--- config.mk ---
export PLATFORM = sky130hd
export DESIGN_NAME = my_reset_sequencer
export DESIGN_NICKNAME = d
export VERILOG_FILES = /design/src/rtl/my_reset_sequencer.sv
export SDC_FILE = /design/constraint.sdc
export NUM_CORES = 1
export LEC_CHECK = 0
export CORE_MARGIN = 2
export CORE_UTILIZATION = 25
export DETAILED_ROUTE_END_ITERATION = 8
export HOLD_SLACK_MARGIN = 0.02
export PLACE_DENSITY = 0.44
export SKIP_LAST_GASP = 1
export SLEW_MARGIN = 10
export SYNTH_ARGS = -nofsm -noshare
export SYNTH_HDL_FRONTEND = slang
export SYNTH_SLANG_ARGS = --single-unit
--- constraint.sdc ---
create_clock -name i_clk -period 3.9 [get_ports i_clk]
set_input_delay 0.39 -clock i_clk [delete_from_list [all_inputs] [get_ports i_clk]]
set_output_delay 0.39 -clock i_clk [all_outputs]
set_load 0.005 [all_outputs]
--- src/rtl/my_reset_sequencer.sv ---
// my_reset_sequencer
// Power-up and push-button reset sequencer. After the board reset `rst` is
// released, the downstream reset o_resetn is held low for HOLD_CYCLES edges.
// Optionally, a debounced board button re-asserts o_resetn. The reset is held
// while the button is pressed. After release, the full hold repeats.
//
// Configuration macro:
//   RESET_SEQ_BTN_EN - when defined, the button path is built.
//                      This covers the synchronizer, DEBOUNCE/ASSERT handling
//                      and the press counter. When undefined, i_btn is
//                      ignored, the FSM stays in RUN after POR, and
//                      o_btn_resets is tied to 0.
//
// Ports:
//   i_clk        - design clock, rising edge
//   rst          - synchronous active-low reset
//   i_btn        - raw asynchronous button, active-high
//   o_resetn     - registered active-low reset for downstream logic
//   o_state      - FSM state: 0 POR, 1 RUN, 2 DEBOUNCE, 3 ASSERT
//   o_btn_resets - accepted button resets, saturating at 255
module my_reset_sequencer #(
   parameter int unsigned HOLD_CYCLES     = 1200,
   parameter int unsigned DEBOUNCE_CYCLES = 120000
) (
   input  logic       i_clk,
   input  logic       rst,
   input  logic       i_btn,
   output logic       o_resetn,
   output logic [1:0] o_state,
   output logic [7:0] o_btn_resets
);

   localparam int unsigned MaxCycles = (HOLD_CYCLES > DEBOUNCE_CYCLES) ?
                                       HOLD_CYCLES : DEBOUNCE_CYCLES;
   localparam int unsigned CntW      = $clog2(MaxCycles) + 1;
   localparam logic [CntW-1:0] HoldLast = CntW'(HOLD_CYCLES - 1);

   typedef enum logic [1:0] {
      StPor      = 2'd0,
      StRun      = 2'd1,
      StDebounce = 2'd2,
      StAssert   = 2'd3
   } state_e;

   state_e          r_state;
   logic [CntW-1:0] r_cnt;
   logic            r_resetn;

`ifdef RESET_SEQ_BTN_EN
   localparam logic [CntW-1:0] DebLast = CntW'(DEBOUNCE_CYCLES - 1);

   logic [1:0] r_sync;
   logic [7:0] r_btn_resets;
   logic       w_btn_s;

   assign w_btn_s = r_sync[1];
`else
   // Button input is deliberately ignored in this build.
   logic w_unused_btn;
   assign w_unused_btn = i_btn;
`endif

   always_ff @(posedge i_clk) begin
      if (!rst) begin
         r_state  <= StPor;
         r_cnt    <= '0;
         r_resetn <= 1'b0;
`ifdef RESET_SEQ_BTN_EN
         r_sync       <= 2'b00;
         r_btn_resets <= 8'd0;
`endif
      end else begin
`ifdef RESET_SEQ_BTN_EN
         r_sync <= {r_sync[0], i_btn};
`endif
         case (r_state)
            StPor: begin
               if (r_cnt == HoldLast) begin
                  r_state  <= StRun;
                  r_cnt    <= '0;
                  r_resetn <= 1'b1;
               end else begin
                  r_cnt <= r_cnt + CntW'(1);
               end
            end
            StRun: begin
`ifdef RESET_SEQ_BTN_EN
               if (w_btn_s) begin
                  r_state <= StDebounce;
                  r_cnt   <= '0;
               end
`endif
            end
`ifdef RESET_SEQ_BTN_EN
            StDebounce: begin
               if (!w_btn_s) begin
                  // Glitch: the press was too short, so it is dropped.
                  // o_resetn never moved.
                  r_state <= StRun;
                  r_cnt   <= '0;
               end else if (r_cnt == DebLast) begin
                  r_state  <= StAssert;
                  r_cnt    <= '0;
                  r_resetn <= 1'b0;
                  if (r_btn_resets != 8'hff) begin
                     r_btn_resets <= r_btn_resets + 8'd1;
                  end
               end else begin
                  r_cnt <= r_cnt + CntW'(1);
               end
            end
            StAssert: begin
               // Hold reset while pressed.
               // Release restarts the full POR hold.
               if (!w_btn_s) begin
                  r_state <= StPor;
                  r_cnt   <= '0;
               end
            end
`endif
            default: begin
               r_state  <= StPor;
               r_cnt    <= '0;
               r_resetn <= 1'b0;
            end
         endcase
      end
   end

   assign o_resetn = r_resetn;
   assign o_state  = r_state;
`ifdef RESET_SEQ_BTN_EN
   assign o_btn_resets = r_btn_resets;
`else
   assign o_btn_resets = 8'd0;
`endif

endmodule

== Yosys cells after proc, flatten, opt, wreduce, memory -nomap -nowiden ==
Index checks and enable logic that the tools add are counted.
Storage, ports and cells
  input bits: 3
  word-level logic and storage cells: 16
  flip-flop bits (word level): 21
  output and inout port bits: 11
Cells by class
  muxes and demuxes: 6
  reduce and logical (&&, ||, !) cells: 2
  bitwise operators: 1
  add/sub/neg operators: 1
  equal/unequal tests: 3
Operator list (count)
  $pmux W18 S2: 1
  $add A18 B1 Y18 const B: 1
  $eq A18 B11 Y1 const B: 1
  $mux W18: 1
  $pmux W2 S2: 1
  $eq A2 B1 Y1 const B: 1
  $logic_not A2 Y1: 1
  $mux W2: 1
  $ne A2 B2 Y1 const B: 1
  $pmux W1 S2: 1
  $reduce_and A2 Y1: 1
  $mux W1: 1
  $not A1 Y1: 1

== Longest topological paths before layout ==
  word-level depth: 3
  mapped depth: 6
  depth with buffers taken out: 5

== Worst setup path before layout ==
No wires, ideal clock.
  kind: register -> register
  start: register r_cnt[6]
  end: register r_cnt[10]
  data required time: 3785 ps
  arrival time: 1730 ps
  path slack: 2055 ps
  period minus slack after synthesis: 1845 ps
  setup time: 115 ps
  stages on the path, launching flop included: 6
  buffers on the path: 1
  path through: dfxtp_1 -> or4_1 -> or3_4 -> o31ai_4 -> buf_6 -> nor2_1
On the way
  cells in the longest elaborated chain, start to end: 3
  elaborated cells on any way between the ends: 4
  those cells by class: add/sub (1); eq/ne (1); mux (2)
Ends and longest elaborated chain
  start, declared: line 46  | logic [CntW-1:0] r_cnt;
  start signal, assigned: line 83  | r_cnt <= r_cnt + CntW'(1);
  $add A18 B1 Y18 / $eq A18 B11 Y1 (equally long branches): line 83, 78
  $mux W18 *: line 78  | if (r_cnt == HoldLast) begin
  $pmux W18 S2 *: line 76  | case (r_state)
Mark *: on every way between the ends. The rest lies on a longest branch, timed or not.
A chain may end at the register's enable or synchronous reset.

== Worst setup path in the final report ==
  start: register r_cnt[8]
  end: register r_cnt[9]
The elaborated chain is that of the path after synthesis.

==> results.json <==
{
  "grt_pass1_vias": 733,
  "crit_path_top_delay_cell": "o31ai_4",
  "top_usage_layer": "met2",
  "fmax_mhz": 471.2,
  "rsz0062_at_grt": "false",
  "criticalPathCategory": "register to register",
  "power_mw": 0.3525,
  "postRouteAntennaNets": 0,
  "fin_crit_ps": 2122,
  "fin_nets": 121,
  "syn_to_final_growth_pct": 7.280,
  "regToRegStartpoint": "r_cnt[8]",
  "drv_slew": 0,
  "status": "finished clean",
  "design_area_um2": 1051,
  "post_cts_resized": 0,
  "gr-total-overflow": 0,
  "hold_path.class": "register to register",
  "p_leak_nw": 0.3157,
  "cts_tree": "done",
  "cap_violations": 0,
  "critPathLaunchType": "register",
  "dpl.hpwl_um": 1332,
  "die-area_um2": 4436,
  "cts_setup_buffers": 0,
  "dpl_cell_area_um2": 1006,
  "final_cells": 164,
  "post_drt_via_cell_ratio": 4.585,
  "drt-initial-drc-count": 20,
  "ys_ff_latch": 19,
  "vias": 752,
  "grt_use_met3_pct": 4.054,
  "diodes": 0,
  "final_cell_mix": "dfxtp_1, nor2_1, xnor2_1",
  "final_common_cell": "dfxtp_1",
  "clockBufferDepth": 2,
  "tightest_slew_ps": 737.4,
  "multi_input_area_um2": 531.8,
  "cp.arrival_ps": 2240,
  "numPortBuffers": 3,
  "ctsHoldBuffers": 0,
  "yosysTopAreaCell": "dfxtp_1",
  "io_pins": 14,
  "synth_top_cell_area_share_pct": 38.83,
  "min-delay-start": "r_cnt[17]",
  "yosysUniqueCellTypes": 27,
  "worstPathCellList": "or4_1, or3_4, o31ai_4, nor2_1",
  "gp_congestion": 0.8098,
  "seq_area_frac_synth_pct": 38.83,
  "clkTransAtPathRegs_ps": 70,
  "clkSinkCount": 19,
  "synthCells": 113,
  "gr-usage-met1_pct": 11.49,
  "fin_crit_sh_pct": 54.42,
  "synth_area_um2": 979.7,
  "min_to": "r_cnt[17]",
  "met2_usage_pct": 15.50,
  "hold_viol": 0,
  "dp.cells": 160,
  "fill_cells": 413,
  "yosys_warnings": 0,
  "synth_area_per_cell_um2": 8.670,
  "drt_wl_total_um": 1881,
  "rr_endpoint": "r_cnt[9]",
  "setup_tns_ps": 0,
  "cts_max_level": 1,
  "crit_required_ps": 4020,
  "setup-violations-final": 0,
  "core-area_um2": 3716,
  "drive_above_1_share_pct": 4.310,
  "antenna_found_initial": 0,
  "first_pass_iters": 3,
  "hold_depth": 2,
  "root_buffer": "clkbuf_8",
  "wl_per_cell_um": 11.47,
  "grt_first_pass_wirelength_um": 3236,
  "initial_core_util_pct": 26.36,
  "critPathMaxFanout": 18,
  "cts_buffers": 3,
  "peakVddDrop_mv": 0.1140,
  "grt_usage_pct": 9.820,
  "clock_latency_ps": 260,
  "die_w_um": 66.60,
  "register_area_um2": 380.4,
  "crit_start": "r_cnt[8]",
  "slowest_delay_ps": 660,
  "die-height_um": 66.60,
  "utilization_pct": 28.28,
  "rrSetupSlack_ps": 1780,
  "powerDensity_nw_per_um2": 335.4,
  "num_rows": 22,
  "synthTopCellsByArea": "dfxtp_1, xnor2_1, buf_4",
  "relSlewSlack_pct": 50.84,
  "drc": 0,
  "cp-end-kind": "register",
  "grt_max_degree": 19,
  "rr_worst_depth": 4,
  "clock_skew_ps": 1.906
}
## layout make-up
type                            instances  area share (%)
Clock buffer                            4           4.286
Inverter                                1          0.3571
Multi-Input combinational cell         89           50.60
Sequential cell                        19           36.19
Tap cell                               48           5.714
Timing Repair Buffer                    3           2.857
## stage by stage
step | hold slack (ps) | setup slack, ps
after floorplan | 446.8 | 2055
after global placement | 482.5 | 1773
after detailed placement | 494.5 | 1743
after CTS | 506.0 | 1734
after global routing | 549.7 | 1601
final | 501.6 | 1778
## worst max-delay path: cells and delay by family (launching register included)
kind | cells | cell delay, ps
flops | 1 | 370
simple gates | 3 | 950
compound gates | 1 | 660
## cells by family after synthesis
kind of cell    synth area share, %
simple gates                  29.63
flops                         38.82
xor+xnor                      11.62
buf+inv                       9.961
compound gates                7.280
fa+ha+maj                     1.277
other cells                  0.3828
mux                           1.022
## power breakdown
part | leakage [nW] | switching (mW) | internal (mW) | total, mW
Sequential | 0.154 | 0.00341 | 0.197 | 0.200
Combinational | 0.139 | 0.00864 | 0.00439 | 0.0130
Clock | 0.0228 | 0.0667 | 0.0728 | 0.139
## flip-flops by register name, indices dropped and copies added, names as in the netlist
| name | flops |
|---|---|
| o_resetn | 1 |
| r_cnt | 18 |
## routing by layer
metal,vias up,share of wire [%]
met5,-,0
met2,11,46
met1,352,48
li1,385,-
met3,4,3.8
met4,0,1.9
## how the worst max path moves through the flow
| stage | end | slack, ps |
|---|---|---|
| 6_report | r_cnt[9] | 1780 |
| 5_1_grt | r_cnt[6] | 1600 |
| 4_1_cts | r_cnt[9] | 1730 |
| 3_5_place_dp | r_cnt[9] | 1740 |
| 3_3_place_gp | r_cnt[9] | 1770 |
| 2_1_floorplan | r_cnt[10] | 2060 |
## cell usage after synthesis
| cell type | n |
|---|---|
| a21oi_1 | 4 |
| and4b_1 | 1 |
| buf_4 | 11 |
| buf_6 | 1 |
| conb_1 | 1 |
| dfxtp_1 | 19 |
| ha_1 | 1 |
| inv_1 | 1 |
| mux2i_1 | 1 |
| nand2_1 | 9 |
| nand2b_1 | 2 |
| nand3_1 | 3 |
| nand4_1 | 4 |
| nand4b_1 | 1 |
| nor2_1 | 17 |
| nor3_1 | 3 |
| nor4_1 | 5 |
| nor4b_1 | 2 |
| o21a_1 | 1 |
| o21ai_0 | 3 |
| o31ai_1 | 1 |
| o31ai_4 | 1 |
| or3_1 | 5 |
| or3_4 | 1 |
| or4_1 | 2 |
| xnor2_1 | 10 |
| xor2_1 | 3 |
(Power assumes the default switching activity.)
